### config.mk
export PLATFORM = sky130hd
export DESIGN_NAME = video_timing_tx
export DESIGN_NICKNAME = d
export VERILOG_FILES = /design/src/rtl/video_timing_tx_pkg.sv /design/src/rtl/video_timing_cnt.sv /design/src/rtl/video_timing_tx.sv
export SDC_FILE = /design/constraint.sdc
export NUM_CORES = 1
export LEC_CHECK = 0
export ABC_AREA = 1
export BUFFER_PORTS_ARGS = -buffer_cell sky130_fd_sc_hd__buf_4
export CORE_MARGIN = 1.5
export CORE_UTILIZATION = 60
export DETAILED_ROUTE_END_ITERATION = 12
export PLACE_DENSITY = 0.82
export SYNTH_ARGS = -nofsm -noshare
export SYNTH_HDL_FRONTEND = slang
export SYNTH_SLANG_ARGS = --single-unit
### constraint.sdc
create_clock -name clk_vp -period 2 [get_ports clk_vp]
set_input_delay 0.1 -clock clk_vp [delete_from_list [all_inputs] [get_ports clk_vp]]
set_output_delay 0.1 -clock clk_vp [all_outputs]
set_load 0.03 [all_outputs]
### src/rtl/video_timing_tx_pkg.sv
// Shared video-pipeline definitions: stream FSM encoding, default 1280x720 timing
// and a small range-decode helper used by the timing blocks.
package video_timing_tx_pkg;

    typedef enum logic [1:0] {
        ST_IDLE = 2'd0,
        ST_RUN  = 2'd1,
        ST_STOP = 2'd2
    } vt_state_e;

    localparam logic [11:0] DEF_H_DISP  = 12'd1280;
    localparam logic [11:0] DEF_V_DISP  = 12'd720;
    localparam logic [11:0] DEF_H_FRONT = 12'd110;
    localparam logic [11:0] DEF_H_SYNC  = 12'd40;
    localparam logic [11:0] DEF_H_BACK  = 12'd220;
    localparam logic [11:0] DEF_V_FRONT = 12'd5;
    localparam logic [11:0] DEF_V_SYNC  = 12'd5;
    localparam logic [11:0] DEF_V_BACK  = 12'd20;
    localparam int          CNT_LIMIT   = 4095;

    function automatic logic in_range(input logic [11:0] val, input logic [11:0] lo,
                                      input logic [11:0] hi);
        return (val >= lo) && (val < hi);
    endfunction

endpackage

### src/rtl/video_timing_cnt.sv
// Horizontal/vertical position counters and region decode for the video transmitter.
module video_timing_cnt
    import video_timing_tx_pkg::*;
#(
    parameter logic [11:0] H_DISP  = DEF_H_DISP,
    parameter logic [11:0] V_DISP  = DEF_V_DISP,
    parameter logic [11:0] H_FRONT = DEF_H_FRONT,
    parameter logic [11:0] H_SYNC  = DEF_H_SYNC,
    parameter logic [11:0] H_BACK  = DEF_H_BACK,
    parameter logic [11:0] V_FRONT = DEF_V_FRONT,
    parameter logic [11:0] V_SYNC  = DEF_V_SYNC,
    parameter logic [11:0] V_BACK  = DEF_V_BACK
) (
    input  logic        clk_vp,
    input  logic        rst_n,
    input  logic        run,
    output logic [11:0] h_cnt,
    output logic [11:0] v_cnt,
    output logic        act_region,
    output logic        vs_region,
    output logic        frame_end
);

    localparam int H_TOTAL = 32'(H_DISP) + 32'(H_FRONT) + 32'(H_SYNC) + 32'(H_BACK);
    localparam int V_TOTAL = 32'(V_DISP) + 32'(V_FRONT) + 32'(V_SYNC) + 32'(V_BACK);
    localparam logic [11:0] H_LAST   = 12'(H_TOTAL - 1);
    localparam logic [11:0] V_LAST   = 12'(V_TOTAL - 1);
    localparam logic [11:0] VS_START = 12'(32'(V_DISP) + 32'(V_FRONT));
    localparam logic [11:0] VS_END   = 12'(32'(V_DISP) + 32'(V_FRONT) + 32'(V_SYNC));

    if (H_TOTAL > CNT_LIMIT || V_TOTAL > CNT_LIMIT) begin : g_bad_timing
        $error("video_timing_cnt: H_TOTAL/V_TOTAL exceed the 12-bit counter range");
    end

    logic [11:0] h_cnt_d, h_cnt_q;
    logic [11:0] v_cnt_d, v_cnt_q;
    logic        line_end_s;

    // Next position: held at origin while stopped, raster-scan wrap while running
    always_comb begin
        line_end_s = (h_cnt_q == H_LAST);
        h_cnt_d    = 12'd0;
        v_cnt_d    = 12'd0;
        if (!run) begin
            h_cnt_d = 12'd0;
            v_cnt_d = 12'd0;
        end else if (line_end_s) begin
            h_cnt_d = 12'd0;
            v_cnt_d = (v_cnt_q == V_LAST) ? 12'd0 : v_cnt_q + 12'd1;
        end else begin
            h_cnt_d = h_cnt_q + 12'd1;
            v_cnt_d = v_cnt_q;
        end
    end

    // Position registers
    always_ff @(posedge clk_vp or negedge rst_n) begin
        if (!rst_n) begin
            h_cnt_q <= 12'd0;
            v_cnt_q <= 12'd0;
        end else begin
            h_cnt_q <= h_cnt_d;
            v_cnt_q <= v_cnt_d;
        end
    end

    assign h_cnt      = h_cnt_q;
    assign v_cnt      = v_cnt_q;
    assign act_region = (h_cnt_q < H_DISP) && (v_cnt_q < V_DISP);
    assign vs_region  = in_range(v_cnt_q, VS_START, VS_END);
    assign frame_end  = line_end_s && (v_cnt_q == V_LAST);

endmodule

### src/rtl/video_timing_tx.sv
// Video timing transmitter: pulls RGB565 pixels from a source and emits
// registered vs/de/data with frame_start and a sticky underflow flag.
module video_timing_tx
    import video_timing_tx_pkg::*;
#(
    parameter logic [11:0] H_DISP  = DEF_H_DISP,
    parameter logic [11:0] V_DISP  = DEF_V_DISP,
    parameter logic [11:0] H_FRONT = DEF_H_FRONT,
    parameter logic [11:0] H_SYNC  = DEF_H_SYNC,
    parameter logic [11:0] H_BACK  = DEF_H_BACK,
    parameter logic [11:0] V_FRONT = DEF_V_FRONT,
    parameter logic [11:0] V_SYNC  = DEF_V_SYNC,
    parameter logic [11:0] V_BACK  = DEF_V_BACK
) (
    input  logic        clk_vp,
    input  logic        rst_n,
    input  logic        en,
    input  logic        pix_valid,
    input  logic [15:0] pix_data,
    output logic        pix_ready,
    output logic        vo_vs,
    output logic        vo_de,
    output logic [15:0] vo_data,
    output logic        frame_start,
    output logic        underflow,
    input  logic        clr_underflow
);

    vt_state_e   state_d, state_q;
    logic        vo_vs_d, vo_vs_q;
    logic        vo_de_d, vo_de_q;
    logic [15:0] vo_data_d, vo_data_q;
    logic        frame_start_d, frame_start_q;
    logic        underflow_d, underflow_q;

    logic        run_s, active_s;
    logic [11:0] h_cnt_s, v_cnt_s;
    logic        act_region_s, vs_region_s, frame_end_s;

    video_timing_cnt #(
        .H_DISP (H_DISP),  .V_DISP (V_DISP),
        .H_FRONT(H_FRONT), .H_SYNC (H_SYNC), .H_BACK(H_BACK),
        .V_FRONT(V_FRONT), .V_SYNC (V_SYNC), .V_BACK(V_BACK)
    ) u_cnt (
        .clk_vp    (clk_vp),
        .rst_n     (rst_n),
        .run       (run_s),
        .h_cnt     (h_cnt_s),
        .v_cnt     (v_cnt_s),
        .act_region(act_region_s),
        .vs_region (vs_region_s),
        .frame_end (frame_end_s)
    );

    assign run_s     = (state_q != ST_IDLE);
    assign active_s  = run_s && act_region_s;
    assign pix_ready = active_s;

    // Stream FSM: a stop request drains the current frame before idling
    always_comb begin
        state_d = state_q;
        case (state_q)
            ST_IDLE: state_d = en ? ST_RUN : ST_IDLE;
            ST_RUN: begin
                if (en) begin
                    state_d = ST_RUN;
                end else if (frame_end_s) begin
                    state_d = ST_IDLE;
                end else begin
                    state_d = ST_STOP;
                end
            end
            ST_STOP: begin
                if (en) begin
                    state_d = ST_RUN;
                end else if (frame_end_s) begin
                    state_d = ST_IDLE;
                end else begin
                    state_d = ST_STOP;
                end
            end
            default: state_d = ST_IDLE;
        endcase
    end

    // Output next-state; a starved active slot still emits de with black data
    always_comb begin
        vo_de_d       = active_s;
        vo_data_d     = (active_s && pix_valid) ? pix_data : 16'h0000;
        vo_vs_d       = run_s && vs_region_s;
        frame_start_d = active_s && (h_cnt_s == 12'd0) && (v_cnt_s == 12'd0);
        if (active_s && !pix_valid) begin
            underflow_d = 1'b1;
        end else if (clr_underflow) begin
            underflow_d = 1'b0;
        end else begin
            underflow_d = underflow_q;
        end
    end

    // State and output registers
    always_ff @(posedge clk_vp or negedge rst_n) begin
        if (!rst_n) begin
            state_q       <= ST_IDLE;
            vo_vs_q       <= 1'b0;
            vo_de_q       <= 1'b0;
            vo_data_q     <= 16'h0000;
            frame_start_q <= 1'b0;
            underflow_q   <= 1'b0;
        end else begin
            state_q       <= state_d;
            vo_vs_q       <= vo_vs_d;
            vo_de_q       <= vo_de_d;
            vo_data_q     <= vo_data_d;
            frame_start_q <= frame_start_d;
            underflow_q   <= underflow_d;
        end
    end

    assign vo_vs       = vo_vs_q;
    assign vo_de       = vo_de_q;
    assign vo_data     = vo_data_q;
    assign frame_start = frame_start_q;
    assign underflow   = underflow_q;

endmodule

Word-level counts from Yosys, hierarchy flattened
Cells that the tools add are included.
{"block": "op_classes", "n_addsub": 2, "n_lt_le_gt_ge": 4, "mux": 12, "reduce_logical": 16, "eq_ne": 5}
{"cell": "two-way mux 12 bit", "n": 5}
{"cell": "adder 12 x 1 -> 12 bit, second input constant", "n": 2}
{"cell": "zero test 12 bit", "n": 2}
{"cell": "< comparator 12 x 10 -> 1 bit, second input constant", "n": 2}
{"cell": "two-way mux 16 bit", "n": 1}
{"cell": "== test 12 x 10 -> 1 bit, second input constant", "n": 1}
{"cell": "== test 12 x 11 -> 1 bit, second input constant", "n": 1}
{"cell": "greater-or-equal comparator 12 x 10 -> 1 bit, second input constant", "n": 1}
{"cell": "< comparator 12 x 11 -> 1 bit, second input constant", "n": 1}
{"cell": "logical AND 1 bit", "n": 9}
{"cell": "two-way mux 2 bit", "n": 2}
{"cell": "case mux 2 bit (2 select lines)", "n": 1}
{"cell": "nonzero test 2 bit", "n": 2}
{"cell": "two-way mux 1 bit", "n": 3}
{"cell": "== test 2 x 1 -> 1 bit, second input constant", "n": 1}
{"cell": "== test 2 bit, second input constant", "n": 1}
{"cell": "zero test 2 bit", "n": 1}
{"cell": "!= test 2 x 1 -> 1 bit, second input constant", "n": 1}
{"cell": "OR reduction 2 bit", "n": 1}
{"cell": "zero test 1 bit", "n": 1}
{"block": "word_totals", "regBits": 46, "word_cells": 47, "out_inout_bits": 21, "in_bits": 21}

Logic depth before layout (Yosys ltp)
Gate-level depths: netlist of the first run.
{"block": "logic_depth", "word_depth": 5, "ltp_mapped": 10, "ltp_nobuf": 10}

By module
From an unflattened synthesis of the first run, not the netlist that was laid out.
{"block": "unflattened", "cells_unflattened": 331, "area_unflattened_um2": 2524.9}
{"mod": "video_timing_cnt", "cells_each": 235, "seq_area_each_um2": 600.6, "n_inst": 1, "area_per_inst_um2": 1614.0}
{"mod": "video_timing_tx", "cells_each": 96, "seq_area_each_um2": 550.5, "n_inst": 1, "area_per_inst_um2": 910.9}

Worst setup path before layout of the first run
No wires, ideal clock.
{"block": "synth_timing", "path_type": "register -> register", "start": "register state_q[0]", "end": "register u_cnt.v_cnt_q[6] (netlist: u_cnt.v_cnt[6])", "required_ns": 1.881, "path_buffers": 1, "path_stages_with_launch": 9, "period_less_slack_ns": 1.361, "path_slack_ns": 0.639, "arrival_time_ns": 1.242, "setup_ns": 0.119, "cell_sequence": "dfrtp_1 -> inv_1 -> ha_1 -> clkinv_1 -> nand2_2 -> inv_2 -> buf_6 -> nand2_1 -> nand2_1"}
{"block": "synth_between", "elab_chain_len": 2, "word_cells_on_any_way": 3, "cone_classes": "1 x eq/ne; 1 x mux; 1 x reduce/logical"}
{"element": "start: declaration", "line_no": "video_timing_tx.sv:29", "rtl": "vt_state_e state_d, state_q;"}
{"element": "start signal: assignment", "line_no": "video_timing_tx.sv:111", "rtl": "state_q <= state_d;"}
{"element": "nonzero test 2 bit *", "line_no": "video_timing_tx.sv:55", "rtl": "assign run_s = (state_q != ST_IDLE);"}
{"element": "!= test 2 x 1 -> 1 bit (no line) / two-way mux 12 bit (equally long branches)"}
{"element": "end signal: assignment", "line_no": "video_timing_cnt.sv:63", "rtl": "v_cnt_q <= v_cnt_d;"}
{"element": "end: declaration", "line_no": "video_timing_cnt.sv:36", "rtl": "logic [11:0] v_cnt_d, v_cnt_q;"}
Mark *: on every way between the ends. The rest lies on a longest branch, timed or not.
A chain may end at the register's enable or synchronous reset.

Worst setup path after layout of the first run
{"block": "layout_timing", "start": "register state_q[0]", "end": "output port pix_ready"}
{"block": "layout_between", "elab_chain_len": 2}
{"element": "nonzero test 2 bit", "line_no": "video_timing_tx.sv:55"}
{"element": "logical AND 1 bit", "line_no": "video_timing_tx.sv:56", "rtl": "assign active_s = run_s && act_region_s;"}
{"element": "end: declaration", "line_no": "video_timing_tx.sv:20", "rtl": "output logic pix_ready,"}
Every way passes these cells.

==> impl_summary.log, run 1 <==
[metrics] number of cell instances on the worst register-to-register path: 7
[metrics] vertical extent of the die: 67.1 microns
[metrics] number of placement rows: 23
[metrics] area growth from synthesis to final layout: 18.9%
[metrics] endpoint class of the critical path: output port
[metrics] unrepaired setup endpoints after global routing: no
[metrics] Gate Count Post-Synth: 323
[metrics] overall track demand over capacity in global routing: 0.262
[metrics] worst setup slack before clock tree synthesis: about 0.32 ns
[metrics] remaining routing DRC violations: 0
[metrics] DR vias: between 2,000 and 2,500
[metrics] worst clock skew: 0.00874 ns
[metrics] area occupied by multi-input gates: 1070 sq um
[metrics] final worst setup slack: roughly 0.27 ns
[metrics] pin count of the biggest net entering global routing: 47
[metrics] transition time at the pin with the least slew margin: roughly 0.56 ns
[metrics] global-route wire length before repair: between 8 and 9 mm
[metrics] number of buffers between clock root and the deepest sink: 2
[metrics] clock latency on the worst-skew pair: ~0.3 ns
[metrics] global placement routability congestion: 0.917
[metrics] number of global-route vias before repair: between 2,000 and 2,500
[metrics] final HPWL from detailed placement: 3.85 mm
[metrics] cell family with the largest share of critical-path delay: simple AND/OR/NAND/NOR gates
[metrics] element type at the critical path start: flop
[metrics] Inserted Diodes: 0
[metrics] routed length per instance: about 12 microns
[metrics] count of flip-flops with a built-in enable after synthesis: 0
[metrics] H-tree level count: 2
[metrics] Pwr Total: about 2.8 mW
[metrics] Mean Syn Cell Area: 7.64 sq um
[metrics] fraction of registers with async set or reset after synthesis: 1.00
[metrics] setup violation total in the final timing report: 0
[metrics] # fillers: 315
[metrics] Leakage Power: 1.57 nW
[metrics] Final Max Slew Viols: 0
[metrics] number of cells on the critical path: 7
[metrics] cell with the largest stage delay on the worst path: dfrtp_1
[metrics] Post-Route WL: 5.12 mm
[metrics] maximum clock frequency: 579 MHz
[metrics] number of cells after detailed placement: 409
[metrics] Post-DRT Antenna Nets: 0
[metrics] setup bufs post-CTS: 0
[metrics] post-route cell area: 2930 sq um
[metrics] register-to-register setup slack: 0.33 ns
[metrics] relative slew slack: 0.627
[metrics] IO Count: 42
[metrics] WHS Path Cells: 3
[metrics] global-route congestion overflow total: 0
[metrics] Power Dens Cells: 949 nW/um^2
[metrics] library cells used by synthesis: 24
[metrics] Horiz. Die Dim: ~67 microns
[metrics] Final #Nets: 400
[metrics] effective utilization at floorplan: 0.621
[metrics] longest individual stage delay on the worst path: 0.35 ns
[metrics] number of nets in the synthesized netlist: 353
[metrics] total clock buffers created by CTS: 5
[metrics] fin cells: ~420
[metrics] Period Utilization, post-route: 0.863
[metrics] initial antenna violation count: 0
[metrics] commonest non-fill, non-tap cell in the layout: nand2_1
[metrics] status: finished clean
[metrics] count of buffer and inverter cells on the critical path: 2
[metrics] number of sinks driven by the clock tree: 46
[metrics] full die area: 4500 sq um
[metrics] Post-CTS Hold Buffers: 4
[metrics] largest vdd supply drop: 649 uV
[metrics] length of the first detailed-routing pass in iterations: 4
[metrics] Resized cells post-CTS: 0
[metrics] proportion of layout cells with a drive suffix above 1: 0.191
[metrics] average vias per placed instance: 4.98
[metrics] start-to-end type of the worst setup path: flop to output port
[metrics] summed instance area of the synthesized netlist: between 2000 and 2500 sq um
[metrics] endpoint arrival time on the critical path: 1.63 ns
[metrics] footprint of the flip-flops and latches: 1150 sq um
[metrics] top_reg_cell synth: dfrtp_1
[metrics] largest fanout of any net on the critical path: 4
[metrics] placeable core region: 3970 sq um
[metrics] Critical Path, Cell by Cell: inv_1 > ha_1 > nor2_2 > nand2_1 > nor2_4 > and2_1 > buf_4
[metrics] Period minus WS final: between 1.5 and 2 ns
[metrics] Final Hold Fails: 0
[metrics] max capacitance violation total: 0
[metrics] total negative setup slack: 0 ns
[metrics] initial DRC count: between 100 and 150
[metrics] TritonCTS clock tree: yes
[metrics] Placed Instance Area: 2800 sq um
[metrics] Critical Path RT: between 1.5 and 2 ns
[metrics] most frequent cells in the layout: 86 x nand2_1, 51 x nor2_1, 48 x inv_1
[metrics] clock slew at the register clock pins of the worst setup and hold paths: around 0.090 ns
[metrics] Clock Root Buffer: clkbuf_8
[metrics] register area share after synthesis: 0.467
[metrics] Port Buffer Count: 41
[metrics] class of the tightest hold or removal check: primary input to flop
[metrics] total of warnings raised by yosys: 0
[metrics] Yosys reg bits: 46
-- worst min-delay path: cells and delay by family --
family / cells / cell delay [ns]
buffers and inverters: 2 / 0.15
AND/OR/NAND/NOR: 1 / 0.04
-- worst paths after layout --
check,from,endpoint
max,state_q[0],pix_ready
min,pix_data[4],vo_data[4]
max reg2reg,state_q[1],u_cnt.v_cnt[2]
min reg2reg,u_cnt.h_cnt[0],u_cnt.h_cnt[0]
max in group asynchronous,rst_n,vo_data[8]
min in group asynchronous,rst_n,u_cnt.v_cnt[2]
-- synth_stat cells (all sizes together), types with 2 or more instances --
| cell type | number | share of area |
|---|---|---|
| nor2 | 65 | 0.12 |
| inv | 52 | 0.079 |
| a21oi | 2 | 0.0041 |
| nand4 | 5 | 0.013 |
| nor3 | 4 | 0.0081 |
| dfrtp | 46 | 0.47 |
| o21ai | 7 | 0.014 |
| xor2 | 7 | 0.025 |
| nand2 | 88 | 0.14 |
| ha | 9 | 0.046 |
| buf | 6 | 0.019 |
| nand3 | 26 | 0.057 |
| nor4 | 2 | 0.0051 |
-- sequential cells by signal, indices dropped and copies added, names as in the netlist --
| name | flops |
|---|---|
| vo_vs | 1 |
| vo_de | 1 |
| frame_start | 1 |
| u_cnt.h_cnt | 12 |
| state_q | 2 |
| u_cnt.v_cnt | 12 |
| underflow | 1 |
| vo_data | 16 |
-- report_power, final --
part	total (mW)	leakage (nW)	switching, mW	internal [mW]
sequential	1.13	0.626	0.0631	1.06
clock	0.600	0.0489	0.314	0.286
combinational	1.06	0.893	0.706	0.352
-- metal layers --
layer | track usage | up-vias | wire length (microns)
li1 | - | 1073 | -
met1 | 0.318 | 974 | 2140
met2 | 0.454 | 42 | 2700
met3 | 0.0574 | 9 | 196
met4 | 0.0944 | 0 | 93
met5 | 0 | - | 0
-- cell type report --
type | count | share of cell area
Tap cell | 50 | 0.0213
Inverter | 53 | 0.0679
Clock buffer | 7 | 0.0294
Timing Repair Buffer | 46 | 0.121
Clock inverter | 1 | 0.00299
Multi-Input combinational cell | 218 | 0.364
Sequential cell | 46 | 0.393
-- metrics by stage --
stage	utilization	hold slack, ns
5_1_grt	0.738	0.00851
4_1_cts	0.738	0.00163
6_report	0.738	0.0109
3_3_place_gp	0.704	0.130
2_1_floorplan	-	-0.196
3_5_place_dp	0.704	0.138
-- logic make-up (layout without fill, tap and decap cells) --
family | count (synthesis) | after routing | share of synthesized area
simple gates | 191 | 191 | 0.338
buf+inv | 59 | 107 | 0.0999
fa+ha+maj | 9 | 9 | 0.0457
xor+xnor | 8 | 8 | 0.0284
compound gates | 10 | 10 | 0.0208
flops | 46 | 46 | 0.467
(Power assumes the default switching activity.)
==> inputs of run 2 (changes only) <==
--- a/config.mk
+++ b/config.mk
@@ -8,9 +8,9 @@
 export ABC_AREA = 1
 export BUFFER_PORTS_ARGS = -buffer_cell sky130_fd_sc_hd__buf_4
 export CORE_MARGIN = 1.5
-export CORE_UTILIZATION = 60
+export CORE_UTILIZATION = 50
 export DETAILED_ROUTE_END_ITERATION = 12
-export PLACE_DENSITY = 0.82
+export PLACE_DENSITY = 0.73
 export SYNTH_ARGS = -nofsm -noshare
 export SYNTH_HDL_FRONTEND = slang
 export SYNTH_SLANG_ARGS = --single-unit
==> constraint.sdc (replaced) <==
create_clock -name clk_vp -period 1.5 [get_ports clk_vp]
set_input_delay 0.075 -clock clk_vp [delete_from_list [all_inputs] [get_ports clk_vp]]
set_output_delay 0.075 -clock clk_vp [all_outputs]
set_load 0.03 [all_outputs]
==> run 2 against run 1 <==
The run now ends with negative setup slack left. Core utilization fell by 3.5 points. Sequential share of layout area down 4.5 points. Critical path depth is the same. Global-route usage is 3.3 points lower. Setup slack worse by 0.32 ns. Register-to-register slack worse by 0.27 ns. Non-clock buffer count rose by 29. Hold slack improved by 0.015 ns. Power increased by 47%. Clock skew decreased by 0.0044 ns. First-iteration DRC count up 27%. Design area increased by 13%. Critical endpoint unchanged. Largest cell class is now multi-input combinational cells.
==> impl_summary.log, run 2 (synthesis gave the netlist of run 1 again) <==
[metrics] routed length per instance: 12.3 microns (+0.84%)
[metrics] final HPWL from detailed placement: 3.90 mm (+1.4%)
[metrics] Horiz. Die Dim: 73.2 microns (+9.1%)
[metrics] placeable core region: 4720 sq um (+19%)
[metrics] full die area: 5360 sq um (+19%)
[metrics] area occupied by multi-input gates: 1160 sq um (+8.8%)
[metrics] Most Used Layer, Global Route: met2
[metrics] transition time at the pin with the least slew margin: 0.579 ns (+0.0193 ns)
[metrics] unrepaired setup endpoints after global routing: yes
[metrics] # fillers: 371 (+18%)
[metrics] Inserted Diodes: 0 (unchanged)
[metrics] number of placement rows: 25 (+8.7%)
[metrics] number of buffers between clock root and the deepest sink: 2 (unchanged)
[metrics] clock slew at the register clock pins of the worst setup and hold paths: 0.08 ns (about the same)
[metrics] maximum clock frequency: 646 MHz
[metrics] remaining routing DRC violations: 0 (unchanged)
[metrics] relative contribution of sequential cells to total power: 0.371 (-0.033)
[metrics] flip-flop count of the largest register, all copies and words added: 16 (unchanged)
[metrics] Post-DRT Antenna Nets: 0 (unchanged)
[metrics] total clock buffers created by CTS: 5 (unchanged)
[metrics] proportion of layout cells with a drive suffix above 1: 0.270 (+0.0786)
[metrics] number of global-route vias before repair: 2,138 (+6.8%)
[metrics] pin count of the biggest net entering global routing: 47 (unchanged)
[metrics] Period minus WS final: 1.55 ns
[metrics] global routing met3 resource utilization: 0.0442 (-0.0132)
[metrics] Net Sw Power: 1.59 mW (+47%)
[metrics] Final Max Slew Viols: 0 (unchanged)
[metrics] largest vdd supply drop: 726 uV (+12%)
[metrics] Power Internal: 2.50 mW (+47%)
[metrics] Post-Route WL: 5.73 mm (+12%)
[metrics] global placement routability congestion: 0.884 (-3.7%)
[metrics] global-route wire length before repair: 9.31 mm (+6.6%)
[metrics] Period Utilization, post-route: 1.03
[metrics] Power Dens Cells: 1230 nW/um^2 (+30%)
[metrics] worst setup slack before clock tree synthesis: 0.0161 ns (-0.302 ns)
[metrics] initial antenna violation count: 0 (unchanged)
[metrics] relative slew slack: 0.614 (-0.0129)
[metrics] grt met1 use: 0.286 (-0.0317)
[metrics] clock latency on the worst-skew pair: 0.30 ns (about the same)
[metrics] total negative setup slack: -0.0471 ns (-0.0471 ns)
[metrics] Final Hold Fails: 0 (unchanged)
[metrics] TritonCTS clock tree: yes
[metrics] register-to-register setup slack: 0.06 ns (-0.27 ns)
[metrics] most frequent cells in the layout: 83 x nand2_1, 54 x buf_4, 46 x nor2_1
[metrics] element type at the critical path start: flop
[metrics] average vias per placed instance: 4.81 (-3.4%)
[metrics] final worst setup slack: -0.0471 ns (-0.320 ns)
[metrics] start-to-end type of the worst setup path: flop to output port
[metrics] Clock Root Buffer: clkbuf_8
[metrics] effective utilization at floorplan: 0.522 (-0.0989)
[metrics] status: complete, but fails checks
[metrics] endpoint class of the critical path: output port
[metrics] met2 usage in global routing: 0.402 (-0.0522)
[metrics] worst clock skew: 0.00438 ns (-0.00436 ns)
[metrics] initial DRC count: 145 (+27%)
[metrics] overall track demand over capacity in global routing: 0.228 (-0.0333)
[metrics] commonest non-fill, non-tap cell in the layout: nand2_1
[metrics] IO Count: 42 (unchanged)
[metrics] number of sinks driven by the clock tree: 46 (unchanged)
[metrics] endpoint arrival time on the critical path: 1.47 ns (-0.16 ns)
[metrics] length of the first detailed-routing pass in iterations: 5 (+1)
[metrics] Critical Path RT: 1.42 ns (-0.48 ns)
[metrics] largest fanout of any net on the critical path: 2 (-2)
[metrics] fraction of power consumed by combinational cells: 0.445 (+0.065)
[metrics] H-tree level count: 2 (unchanged)
[metrics] DR vias: 2,248 (+7.1%)
[metrics] footprint of the flip-flops and latches: 1150 sq um (+0.33%)
[metrics] class of the tightest hold or removal check: primary input to flop
[metrics] Clk network pwr share: 0.184 (-0.031)
[metrics] max capacitance violation total: 0 (unchanged)
[metrics] setup violation total in the final timing report: 1 (+1)
[metrics] area growth from synthesis to final layout: 34.7%
[metrics] Leakage Power: 1.70 nW (+8.7%)
[metrics] Final #Nets: 429 (+7.2%)
[metrics] Port Buffer Count: 41 (unchanged)
[metrics] failing checks: negative setup slack
[metrics] Switching Share: 0.389 (about the same)
[metrics] vertical extent of the die: 73.2 microns (+9.1%)
[metrics] global-route congestion overflow total: 0 (unchanged)
## run 2: cell types whose count changed in the layout (fill, tap and decap cells not counted), sizes merged
cell and delta:
dlygate4sd3 +14, inv -1, clkinvlp +1, clkinv +2
buf +15, clkbuf -2
## run 2: metal layers
layer / part of all wire / vias to the layer above / wire length, microns
li1: - / 1124 / -
met1: 0.42 / 1049 / 2390
met2: 0.54 / 70 / 3080
met3: 0.036 / 5 / 208
met4: 0.0091 / 0 / 52
met5: 0 / - / 0
## run 2: power by group through the flow
stage	logic, mW	registers [mW]	clock network [mW]
floorplan	0.738	1.77	0
finish	1.82	1.51	0.753
CTS	1.73	1.51	0.782
detailed placement	1.51	1.53	0
global route	1.94	1.54	0.828
global placement	1.48	1.52	0
## run 2: worst paths after layout
| path | cells after the start | start | endpoint |
|---|---|---|---|
| setup reg to reg | 6 | u_cnt.h_cnt[0] | u_cnt.h_cnt[10] |
| hold / removal | 4 | clr_underflow | underflow |
| hold reg to reg | 2 | underflow | underflow |
| setup / recovery | 7 | state_q[0] | pix_ready |
| max in group asynchronous | 2 | rst_n | u_cnt.h_cnt[0] |
| min in group asynchronous | 2 | rst_n | u_cnt.v_cnt[11] |
## run 2: area by class of cell
cell class	count	area share
clock buffers	5	0.0207
clock inverters	3	0.00641
repair buffers	75	0.189
multi-input cells	218	0.350
well taps	67	0.0252
flip-flops and latches	46	0.348
inverters	53	0.0607
## run 2: what timing repair did
item / CTS / global route
endpoints found under the hold margin: 63 / 0
setup buffers: 6 / 2
pin swaps: 5 / 9
hold buffers: 18 / 0
setup endpoints to repair: 2 / 17
gates resized for setup: 9 / 22
## run 2: worst max-delay path, cell delays in order, from the launching register on
cell     delay [ns]
dfrtp_1        0.39
inv_2          0.06
ha_4           0.17
nor2_4         0.12
nand2_2        0.07
nor2_4         0.09
and2_4         0.15
buf_6          0.12
## run 2: stage by stage
| stage | total power [mW] | util | cells | area [sq um] | hold slack [ns] |
|---|---|---|---|---|---|
| finish | 4.09 | 0.703 | 467 | 3320 | 0.0260 |
| global route | 4.31 | 0.703 | 467 | 3320 | 0.0323 |
| CTS | 4.02 | 0.684 | 465 | 3230 | 0.0143 |
| detailed placement | 3.04 | 0.610 | 433 | 2880 | 0.114 |
| global placement | 3.00 | 0.610 | 433 | 2880 | 0.110 |
| floorplan | 2.51 | - | 323 | 2470 | -0.221 |
==> inputs of run 3 (changes only) <==
--- a/config.mk
+++ b/config.mk
@@ -7,6 +7,7 @@
 export LEC_CHECK = 0
 export ABC_AREA = 1
 export BUFFER_PORTS_ARGS = -buffer_cell sky130_fd_sc_hd__buf_4
+export CORE_ASPECT_RATIO = 0.5
 export CORE_MARGIN = 1.5
 export CORE_UTILIZATION = 50
 export DETAILED_ROUTE_END_ITERATION = 12
==> run 3 against run 2 <==
Critical path depth unchanged. Power up 2.1%. The run still ends with negative setup slack left. Setup slack better by 0.044 ns. Highest routed layer unchanged. Critical endpoint unchanged. Largest power group unchanged.
==> impl_summary.log, run 3 (synthesis gave the netlist of run 1 again) <==
[metrics] most frequent cells in the layout: 82 x nand2_1, 65 x buf_4, 48 x nor2_1
[metrics] flip-flop count of the largest register, all copies and words added: 16 (unchanged)
[metrics] TritonCTS clock tree: yes
[metrics] number of sinks driven by the clock tree: 46 (unchanged)
[metrics] clock latency on the worst-skew pair: 0.30 ns (about the same)
[metrics] cell family with the largest share of critical-path delay: simple AND/OR/NAND/NOR gates
[metrics] IO Count: 42 (unchanged)
[metrics] initial DRC count: 184 (+27%)
[metrics] Power Dens Cells: 1230 nW/um^2 (+0.19%)
[metrics] largest vdd supply drop: 852 uV (+17%)
[metrics] area occupied by multi-input gates: 1160 sq um (-0.43%)
[metrics] full die area: 5390 sq um (+0.48%)
[metrics] pin count of the biggest net entering global routing: 47 (unchanged)
[metrics] global placement routability congestion: 0.872 (-1.3%)
[metrics] endpoint class of the critical path: output port
[metrics] # fillers: 310 (-16%)
[metrics] Period Utilization, post-route: 1.00 (-0.0295)
[metrics] maximum clock frequency: 665 MHz (+2.9%)
[metrics] worst clock skew: 0.00681 ns (+0.00243 ns)
[metrics] routed length per instance: 12.8 microns (+4.1%)
[metrics] Period minus WS final: 1.50 ns (-0.0442 ns)
[metrics] footprint of the flip-flops and latches: 1150 sq um (-0.22%)
[metrics] setup violation total in the final timing report: 1 (unchanged)
[metrics] length of the first detailed-routing pass in iterations: 4 (-1)
[metrics] end-of-flow core utilization: 0.740 (+0.0370)
[metrics] total clock buffers created by CTS: 5 (unchanged)
[metrics] global-route wire length before repair: 9.90 mm (+6.4%)
[metrics] global-route congestion overflow total: 0 (unchanged)
[metrics] final HPWL from detailed placement: 3.85 mm (-1.2%)
[metrics] count of buffer and inverter cells on the critical path: 2 (unchanged)
[metrics] H-tree level count: 2 (unchanged)
[metrics] Clock Root Buffer: clkbuf_8
[metrics] number of buffers between clock root and the deepest sink: 2 (unchanged)
[metrics] Final #Nets: 439 (+2.3%)
[metrics] start-to-end type of the worst setup path: flop to output port
[metrics] largest fanout of any net on the critical path: 2 (unchanged)
[metrics] final worst setup slack: -0.00288 ns (+0.0442 ns)
[metrics] most frequent cell on the critical path: nor2_4
[metrics] Horiz. Die Dim: 102 microns (+40%)
[metrics] longest individual stage delay on the worst path: 0.37 ns (-0.02 ns)
[metrics] proportion of layout cells with a drive suffix above 1: 0.288 (+0.0178)
[metrics] endpoint arrival time on the critical path: 1.43 ns (-0.04 ns)
[metrics] commonest non-fill, non-tap cell in the layout: nand2_1
[metrics] vertical extent of the die: 52.7 microns (-28%)
[metrics] Post-Route WL: 6.08 mm (+6.1%)
[metrics] failing checks: negative setup slack
[metrics] Port Buffer Count: 41 (unchanged)
[metrics] clock slew at the register clock pins of the worst setup and hold paths: 0.09 ns (about the same)
[metrics] area growth from synthesis to final layout: 37.2%
[metrics] Leakage Power: 1.76 nW (+3.3%)
[metrics] class of the tightest hold or removal check: primary input to flop
[metrics] relative slew slack: 0.614 (about the same)
[metrics] effective utilization at floorplan: 0.539 (+0.0171)
[metrics] Final Max Slew Viols: 0 (unchanged)
[metrics] unrepaired setup endpoints after global routing: yes
[metrics] placeable core region: 4570 sq um (-3.2%)
[metrics] element type at the critical path start: flop
[metrics] Inserted Diodes: 0 (unchanged)
[metrics] number of global-route vias before repair: 2,229 (+4.3%)
[metrics] average vias per placed instance: 4.94 (+2.6%)
[metrics] overall track demand over capacity in global routing: 0.243 (+0.0150)
[metrics] Final Hold Fails: 0 (unchanged)
[metrics] cell with the largest stage delay on the worst path: dfrtp_1
[metrics] Hold Worst Slack: 0.00426 ns (-0.0217 ns)
[metrics] initial antenna violation count: 0 (unchanged)
[metrics] Critical Path, Cell by Cell: inv_2 > ha_4 > nor2_4 > nand2_2 > nor2_4 > and2_4 > buf_6
[metrics] Post-DRT Antenna Nets: 0 (unchanged)
[metrics] transition time at the pin with the least slew margin: 0.578 ns (-0.000783 ns)
[metrics] max capacitance violation total: 0 (unchanged)
[metrics] Critical Path RT: 1.42 ns (about the same)
[metrics] number of placement rows: 17 (-32%)
[metrics] status: complete, but fails checks
[metrics] DR vias: 2,350 (+4.5%)
[metrics] remaining routing DRC violations: 0 (unchanged)
run 3: per-layer routing:
metal	GRT usage	wire, microns
met1	0.297	2570
met2	0.433	2930
met3	0.0720	499
met4	0.0502	78
met5	0	0
run 3: through the flow:
| step | std cells | setup TNS [ns] | setup slack (ns) | total power [mW] | area (sq um) |
|---|---|---|---|---|---|
| finish | 476 | -0.00288 | -0.00288 | 4.17 | 3380 |
| detailed placement | 432 | 0 | 0.00923 | 3.04 | 2880 |
| global route | 476 | -0.0797 | -0.0609 | 4.40 | 3380 |
| CTS | 466 | 0 | 0.000789 | 4.05 | 3260 |
| floorplan | 323 | 0 | 0.139 | 2.51 | 2470 |
| global placement | 432 | 0 | 0.0749 | 3.01 | 2880 |
run 3: timing repair:
action,CTS,global route
pin swaps,5,7
gates resized for setup,13,17
setup buffers,10,9
endpoints found under the hold margin,61,1
hold buffers,16,1
setup endpoints to repair,1,21
run 3: final cells by class:
type | instances | share of cell area
Clock buffer | 5 | 0.0203
Clock inverter | 3 | 0.00628
Inverter | 53 | 0.0595
Multi-Input combinational cell | 218 | 0.342
Sequential cell | 46 | 0.340
Tap cell | 66 | 0.0244
Timing Repair Buffer | 85 | 0.207
run 3: path summary, 6_finish.rpt:
check | start | end | slack, ns | cells after the start
max in group asynchronous | rst_n | u_cnt.v_cnt[3] | 0.76 | 2
worst max register to register | u_cnt.h_cnt[1] | u_cnt.h_cnt[5] | 0.05 | 9
worst min register to register | u_cnt.h_cnt[0] | u_cnt.h_cnt[0] | 0.52 | 1
worst min-delay path | pix_data[15] | vo_data[15] | 0.004 | 3
min in group asynchronous | rst_n | vo_data[10] | 0.31 | 2
worst max-delay path | state_q[1] | pix_ready | -0.003 | 7
run 3: worst reg2reg max path, stage by stage (launching register included):
cell and delay, ns:
dfrtp_1 0.40, inv_1 0.08, ha_1 0.14, nand2_1 0.06
nor2_2 0.11, nand3_2 0.10, nand2_2 0.14, buf_4 0.13
buf_4 0.13, nor2_1 0.06
run 3: report_power, final:
| part | internal (mW) | switching (mW) |
|---|---|---|
| Sequential | 1.42 | 0.0920 |
| Clock | 0.328 | 0.442 |
| Combinational | 0.787 | 1.11 |
